**src/rtl/exp_pkg.sv**
```systemverilog
// rtl/exp_pkg.sv - shared types and constants for the Q8.8 series-evaluation controller
package exp_pkg;

    typedef enum logic [2:0] {
        IDLE,
        LOAD,
        MUL_X,
        MUL_C,
        ACC,
        DONE
    } state_t;

    localparam logic [15:0] ONE_Q88   = 16'h0100;
    localparam int          ROM_DEPTH = 8;

endpackage

```
**src/rtl/exp_series_ctrl.sv**
```systemverilog
// rtl/exp_series_ctrl.sv - sequencer driving the series datapath: load, multiply by x, multiply by coefficient, accumulate
module exp_series_ctrl
    import exp_pkg::*;
#(
    parameter int N_TERMS = ROM_DEPTH
) (
    input  logic       clk,
    input  logic       rst_n,
    input  logic       start,
    input  logic       alt_sign,
    input  logic       less_cmp,
    output logic       busy,
    output logic       done,
    output logic       s1_rom,
    output logic       s2_x,
    output logic [7:0] s3,
    output logic       s4_in,
    output logic       ld_x,
    output logic       ld_y,
    output logic       ld_tmp,
    output logic       init_tmp,
    output logic       ld_ans,
    output logic       init_ans,
    output logic       sub
);

    localparam int            KW     = (N_TERMS > 1) ? $clog2(N_TERMS) : 1;
    localparam logic [KW-1:0] K_LAST = KW'(N_TERMS - 1);

    state_t        state_q, state_d;
    logic [KW-1:0] k_q, k_d;
    logic          alt_q, alt_d;
    logic          init_q;

    // init_* feed asynchronous sets in the datapath, so they come straight from a flop
    always_ff @(posedge clk or negedge rst_n) begin
        if (!rst_n) begin
            state_q <= IDLE;
            k_q     <= '0;
            alt_q   <= 1'b0;
            init_q  <= 1'b0;
        end else begin
            state_q <= state_d;
            k_q     <= k_d;
            alt_q   <= alt_d;
            init_q  <= (state_d == LOAD);
        end
    end

    always_comb begin
        state_d = state_q;
        k_d     = k_q;
        alt_d   = alt_q;
        done    = 1'b0;
        s1_rom  = 1'b0;
        s4_in   = 1'b0;
        ld_x    = 1'b0;
        ld_y    = 1'b0;
        ld_tmp  = 1'b0;
        ld_ans  = 1'b0;
        sub     = 1'b0;
        case (state_q)
            IDLE: begin
                if (start) begin
                    state_d = LOAD;
                    alt_d   = alt_sign;
                    k_d     = '0;
                end
            end
            LOAD: begin
                s4_in   = 1'b1;
                ld_x    = 1'b1;
                ld_y    = 1'b1;
                state_d = MUL_X;
            end
            MUL_X: begin
                ld_tmp  = 1'b1;
                state_d = MUL_C;
            end
            MUL_C: begin
                s1_rom  = 1'b1;
                ld_tmp  = 1'b1;
                state_d = ACC;
            end
            ACC: begin
                // even-index terms are subtracted in the alternating series
                sub = alt_q & ~k_q[0];
                if (less_cmp) begin
                    state_d = DONE;
                end else begin
                    ld_ans = 1'b1;
                    if (k_q == K_LAST) begin
                        state_d = DONE;
                    end else begin
                        k_d     = k_q + 1'b1;
                        state_d = MUL_X;
                    end
                end
            end
            DONE: begin
                done    = 1'b1;
                state_d = IDLE;
            end
            default: state_d = IDLE;
        endcase
    end

    assign busy     = (state_q != IDLE);
    assign s2_x     = 1'b0;
    assign s3       = {{(8 - KW){1'b0}}, k_q};
    assign init_tmp = init_q;
    assign init_ans = init_q;

endmodule

```
**config.mk**
```make
export PLATFORM = sky130hd
export DESIGN_NAME = exp_series_ctrl
export DESIGN_NICKNAME = d
export VERILOG_FILES = /design/src/rtl/exp_pkg.sv /design/src/rtl/exp_series_ctrl.sv
export SDC_FILE = /design/constraint.sdc
export NUM_CORES = 1
export LEC_CHECK = 0
export ABC_AREA = 1
export CAP_MARGIN = 10
export CELL_PAD_IN_SITES_DETAIL_PLACEMENT = 1
export CELL_PAD_IN_SITES_GLOBAL_PLACEMENT = 1
export CORE_MARGIN = 2
export CORE_UTILIZATION = 24
export CTS_CLUSTER_SIZE = 20
export DETAILED_ROUTE_END_ITERATION = 10
export GPL_ROUTABILITY_DRIVEN = 0
export PLACE_DENSITY_LB_ADDON = 0.1
export SYNTH_ARGS = -nofsm -noshare
export SYNTH_HDL_FRONTEND = slang
export SYNTH_SLANG_ARGS = --single-unit
export TNS_END_PERCENT = 20
```
**constraint.sdc**
```tcl
create_clock -name clk -period 1.27 [get_ports clk]
set_input_delay 0.254 -clock clk [delete_from_list [all_inputs] [get_ports clk]]
set_output_delay 0.254 -clock clk [all_outputs]
set_load 0.03 [all_outputs]
```
==> results of run 1 <==
-- cell type report --
cell class	instances	area, um^2
clock buffer	4	26.3
fill	261	1180
inverter	5	20.0
multi-input combinational	41	265
sequential	8	204
tap	27	33.8
timing repair buffer	27	236
-- how the worst max path moves through the flow --
stage                     endpoint  slack (ns)       start
final                         ld_y       -0.18  state_q[1]
after global routing           sub       -0.24      k_q[0]
after CTS                     ld_x       -0.20  state_q[1]
after detailed placement    k_q[1]       -0.02      k_q[0]
after global placement      k_q[1]      -0.006    less_cmp
after floorplan             ld_ans       -0.15  state_q[1]
-- registers in the layout, summed over array words and instances (netlist names) --
signal / flops
alt_q: 1
init_ans: 1
k_q: 3
state_q: 3
-- layout by cell type, fill, tap and decap left out, drive strengths merged --
master / n
o21ai: 1
nand3: 6
conb: 6
ha: 2
clkinv: 1
inv: 4
nand3b: 1
buf: 23
clkdlybuf4s50: 4
clkbuf: 4
nor2: 7
nand2: 13
dfrtp: 8
nor3: 2
nand4: 3
-- where the power goes --
group | switching (mW) | internal, mW
clock | 0.0915 | 0.120
sequential | 0.117 | 0.357
combinational | 0.766 | 0.540
-- cell families after synthesis --
kind of cell    count (synthesis)
buf+inv                        15
other cells                     1
fa+ha+maj                       2
simple gates                   32
compound gates                  1
flops                           8
-- routing by layer --
| layer | up-vias | part of all wire |
|---|---|---|
| li1 | 227 | - |
| met1 | 214 | 0.40 |
| met2 | 16 | 0.51 |
| met3 | 5 | 0.061 |
| met4 | 0 | 0.027 |
| met5 | - | 0 |
-- critical path, delay by kind of cell (launching register included) --
kind	cells	cell delay, ns
AND/OR/NAND/NOR	1	0.18
buffers and inverters	2	0.33
flip-flops	1	0.44
-- what timing repair did --
action	CTS	global route
endpoints found under the setup margin	14	15
resized for setup	9	6
hold buffers	0	0
hold endpoints to repair	0	0
pin swaps	3	1
buffers inserted	2	0
==> flow_summary.yaml, run 1 <==
sta:
  hold_ws_ns: 0.273
  setup_violations: 14
  fmaxAchievable_mhz: 688
  fin_crit_ns: 1.45
  setup_ws_ns: -0.184
  totalNegativeSetupSlack_ns: -1.55
  fin_worst_skew_ns: 0.0138
  finalCritPeriodShare: 1.14
  final_hold_viol_count: 0
  rsz0062_at_grt: "true"
  final_max_slew_viol_count: 0
detailed_routing:
  drc: 0
  first_pass_iters: 2
  avgRoutedWirePerCell_um: 11.1
  via_count: 462
  drt_iter0_drc: 2
  ant_nets: 0
  drt-total-wl_um: 1240
  vias_per_cell: 4.13
setup_path:
  path_cells: "buf_12 > nor3_4 > buf_4"
  slowest_delay_ns: 0.44
  critPathSlowestCell: "dfrtp_2"
  worst-r2r-setup-slack_ns: -0.07
  timing.rr.start: "k_q[0]"
  worst_setup_path_start_kind: "flip-flop"
  crit_required_ns: 1.02
  reg2reg_to: "k_q[1]"
  reg2reg_depth: 7
  crit_arrival_ns: 1.20
  cp_max_fo: 3
  worstSetupPathType: "reg -> out"
  critPathCaptureType: "output port"
logic_synthesis:
  yosys-top-cells-count: "12 x nand2_1, 9 x buf_4, 8 x dfrtp_1"
  syn_inst: 59
  yosys.area_share.adder: 0.0505
  ys_seq_area_frac: 0.404
  synth.most_common_cell: "nand2_1"
  synth_area_um2: 495
  synth-simple-area-share: 0.341
  synth.ff_latch_count: 8
  yosys_warnings: 0
  async_flop_share: 1.00
  synth_compound_area_frac: 0.0101
  yosys.area.top_type: "dfrtp_1"
  synth_edf_count: 0
  synth_top_family_by_area: "simple AND/OR/NAND/NOR gates"
  yosys-top-cells-area: "dfrtp_1 40%, buf_4 14%, nand2_1 9.1%"
  synthFlopType: "dfrtp_1"
  syn_area_per_cell_um2: 8.40
  synth_cell_types: 18
  synth_xor_area_frac: 0
  yosysTopAreaCellShare: 0.404
  synth.mux.area_fraction: 0
worst_hold_path:
  hold_path.class: "in -> async"
global_route:
  use_met2: 0.173
  grt.overflow.total: 0
  grtUsageTotal: 0.113
  grt_antenna_before_repair: 0
  use_met1: 0.140
  grt_max_degree: 9
  grt_pass1_vias: 462
  grt-busiest-layer: "met2"
  grt_pass1_wl_um: 2040
  grt_use_met3: 0.0307
placement:
  hpwl_um: 957
  dpl_cell_area_um2: 693
  place_inst: 106
  place_ws_ns: -0.0235
  io_buffers: 18
pwr:
  irDropWorstVdd_mv: 0.841
  powerDensity_nw_per_um2: 2540
  power.total_mw: 1.99
  power.leakage_nw: 0.396
floorplan:
  die_area_um2: 2440
  start_util: 0.253
  core_area_um2: 1960
  rows: 16
  die_x_um: 49.4
  ios: 25
  die_h_um: 49.4
cells_and_area:
  final_cells: 112
  finalInstanceArea_um2: 786
  diodes: 0
  final_util: 0.401
  drive_gt1_frac: 0.529
  areaGrowthSynthToFinish_pct: 58.6
  num-nets-final: 93
job:
  drv_cap: 0
clocking:
  clk_pin_slew_ns: 0.06
  clock_sinks: 8
  cts_root_buffer: "clkbuf_4"
  tritoncts: "done"
  htreeDepth: 1
  clk_latency_ns: 0.26
  cts_buffers: 3
  clockBufferDepth: 2
status:
  status: "complete, but fails checks"
  violations: "setup timing"
Note: power is estimated with default switching activity, not from simulation.
==> inputs of run 2 (changes only) <==
--- a/config.mk
+++ b/config.mk
@@ -9,7 +9,7 @@
 export CAP_MARGIN = 10
 export CELL_PAD_IN_SITES_DETAIL_PLACEMENT = 1
 export CELL_PAD_IN_SITES_GLOBAL_PLACEMENT = 1
-export CORE_MARGIN = 2
+export CORE_MARGIN = 8
 export CORE_UTILIZATION = 24
 export CTS_CLUSTER_SIZE = 20
 export DETAILED_ROUTE_END_ITERATION = 10
==> flow_summary.yaml, run 2 (same netlist as run 1, synthesis figures left out) <==
placement:
  io_buffers: 18
  place_inst: 107
  hpwl_um: 1130
sta:
  fmaxAchievable_mhz: 682
  final_max_slew_viol_count: 0
  finalCritPeriodShare: 1.15
  final_hold_viol_count: 0
  setup_ws_ns: -0.197
  fin_crit_ns: 1.47
  fin_worst_skew_ns: 0.0146
  rsz0062_at_grt: "true"
  setup_violations: 9
setup_path:
  critPathCaptureType: "output port"
  crit_arrival_ns: 1.21
  timing.rr.start: "k_q[1]"
  crit_required_ns: 1.02
  cp_max_fo: 3
  worst-r2r-setup-slack_ns: 0.05
  worst_setup_path_start_kind: "flip-flop"
  worstSetupPathType: "reg -> out"
  reg2reg_depth: 6
  reg2reg_to: "k_q[2]"
pwr:
  switching_power_mw: 0.951
  power.clock.fraction: 0.112
  irDropWorstVdd_mv: 0.874
  p_comb_frac: 0.654
  powerDensity_nw_per_um2: 2490
  power_frac_seq: 0.234
  power_switching_share: 0.494
  power.leakage_nw: 0.389
  internal_power_mw: 0.972
cells_and_area:
  layout_common_cells: "18 x buf_4, 12 x nand2_1, 7 x dfrtp_1"
  drive_gt1_frac: 0.440
  multi_input_area_um2: 270
  nFillCells: 261
  areaGrowthSynthToFinish_pct: 55.8
  diodes: 0
  layout.area.seq_um2: 201
  num-nets-final: 92
  final_util: 0.393
  reg_top3: "k_q (3), state_q (3)"
  final_cells: 111
  final_common_cell: "buf_4"
detailed_routing:
  via_count: 446
  first_pass_iters: 3
  drt-total-wl_um: 1340
  drc: 0
  ant_nets: 0
  vias_per_cell: 4.02
  drt_iter0_drc: 11
  avgRoutedWirePerCell_um: 12.1
floorplan:
  rows: 16
  ios: 25
  core_area_um2: 1960
  start_util: 0.253
  die_area_um2: 3770
  die_x_um: 61.4
  die_h_um: 61.4
clocking:
  clk_pin_slew_ns: 0.07
  tritoncts: "done"
  hold_buffers: 0
  postCtsSetupBuffers: 0
  cts_buffers: 3
  htreeDepth: 1
  clockBufferDepth: 2
  clock_sinks: 8
  cts_root_buffer: "clkbuf_4"
  clk_latency_ns: 0.26
global_route:
  grt_antenna_before_repair: 0
  grt.overflow.total: 0
  grtUsageTotal: 0.0848
  grt_pass1_vias: 501
  grt_pass1_wl_um: 2280
  grt_max_degree: 9
worst_hold_path:
  hold_path.class: "in -> async"
status:
  violations: "setup timing"
  status: "complete, but fails checks"
job:
  drv_cap: 0
## run 2: cell types whose count changed in the layout (fill, tap and decap cells not counted), moves of 2 or more
| cell | before | now |
|---|---|---|
| dfrtp_1 | 5 | 7 |
| dfrtp_2 | 3 | 1 |
| ha_2 | 2 | 0 |
| ha_4 | 0 | 2 |
| nor2_1 | 2 | 5 |
| nor2_2 | 2 | 0 |
## run 2: area by class of cell
class	instances	share of cell area
tap	27	0.0438
sequential	8	0.261
multi-input combinational	41	0.350
inverter	5	0.0259
timing repair buffer	26	0.285
clock buffer	4	0.0340
## run 2: worst max path at each step
stage | start | end | slack (ns)
5_1_grt | state_q[2] | ld_x | -0.27
3_5_place_dp | k_q[0] | k_q[2] | -0.07
6_report | state_q[1] | s4_in | -0.20
2_1_floorplan | state_q[1] | ld_ans | -0.15
4_1_cts | state_q[2] | s4_in | -0.21
3_3_place_gp | k_q[0] | k_q[0] | -0.06
## run 2: power by group through the flow
stage | clock network, mW | registers (mW) | logic (mW)
global route | 0.242 | 0.462 | 1.38
CTS | 0.228 | 0.441 | 1.28
detailed placement | 0 | 0.442 | 1.23
global placement | 0 | 0.438 | 1.22
finish | 0.216 | 0.449 | 1.26
floorplan | 0 | 0.509 | 0.759
## run 2: repair_timing
action | in CTS | in global routing
pin swaps | 3 | 3
setup endpoints to repair | 14 | 14
gates resized for setup | 6 | 3
## run 2: per-stage QoR
step / worst slack [ns] / setup TNS [ns] / total power, mW / hold WS (ns) / cell area (um^2)
4_1_cts: -0.210 / -1.66 / 1.95 / 0.289 / 749
6_report: -0.197 / -1.51 / 1.92 / 0.275 / 772
3_3_place_gp: -0.0563 / -0.167 / 1.66 / 0.470 / 701
2_1_floorplan: -0.149 / -1.04 / 1.27 / -0.0416 / 544
3_5_place_dp: -0.0718 / -0.218 / 1.67 / 0.480 / 701
5_1_grt: -0.270 / -2.35 / 2.09 / 0.289 / 772
## run 2: critical path, cell delays in order (launching register included)
cell and delay, ns:
dfrtp_1 0.42, buf_4 0.17, nor3_4 0.19, buf_6 0.17
## run 2: per-layer routing
layer / global-route usage / routed length, um / part of all wire / up-vias
li1: - / - / - / 223
met1: 0.0968 / 607 / 0.45 / 204
met2: 0.127 / 591 / 0.44 / 15
met3: 0.0334 / 106 / 0.079 / 4
met4: 0.0584 / 33 / 0.025 / 0
met5: 0 / 0 / 0 / -
==> inputs of run 3 (changes only) <==
--- a/config.mk
+++ b/config.mk
@@ -6,6 +6,7 @@
 export NUM_CORES = 1
 export LEC_CHECK = 0
 export ABC_AREA = 1
+export ABC_CLOCK_PERIOD_IN_PS = 1270
 export CAP_MARGIN = 10
 export CELL_PAD_IN_SITES_DETAIL_PLACEMENT = 1
 export CELL_PAD_IN_SITES_GLOBAL_PLACEMENT = 1
==> results of run 3 <==
Same layout as run 2: the final DEF is identical, and so are final timing and power.
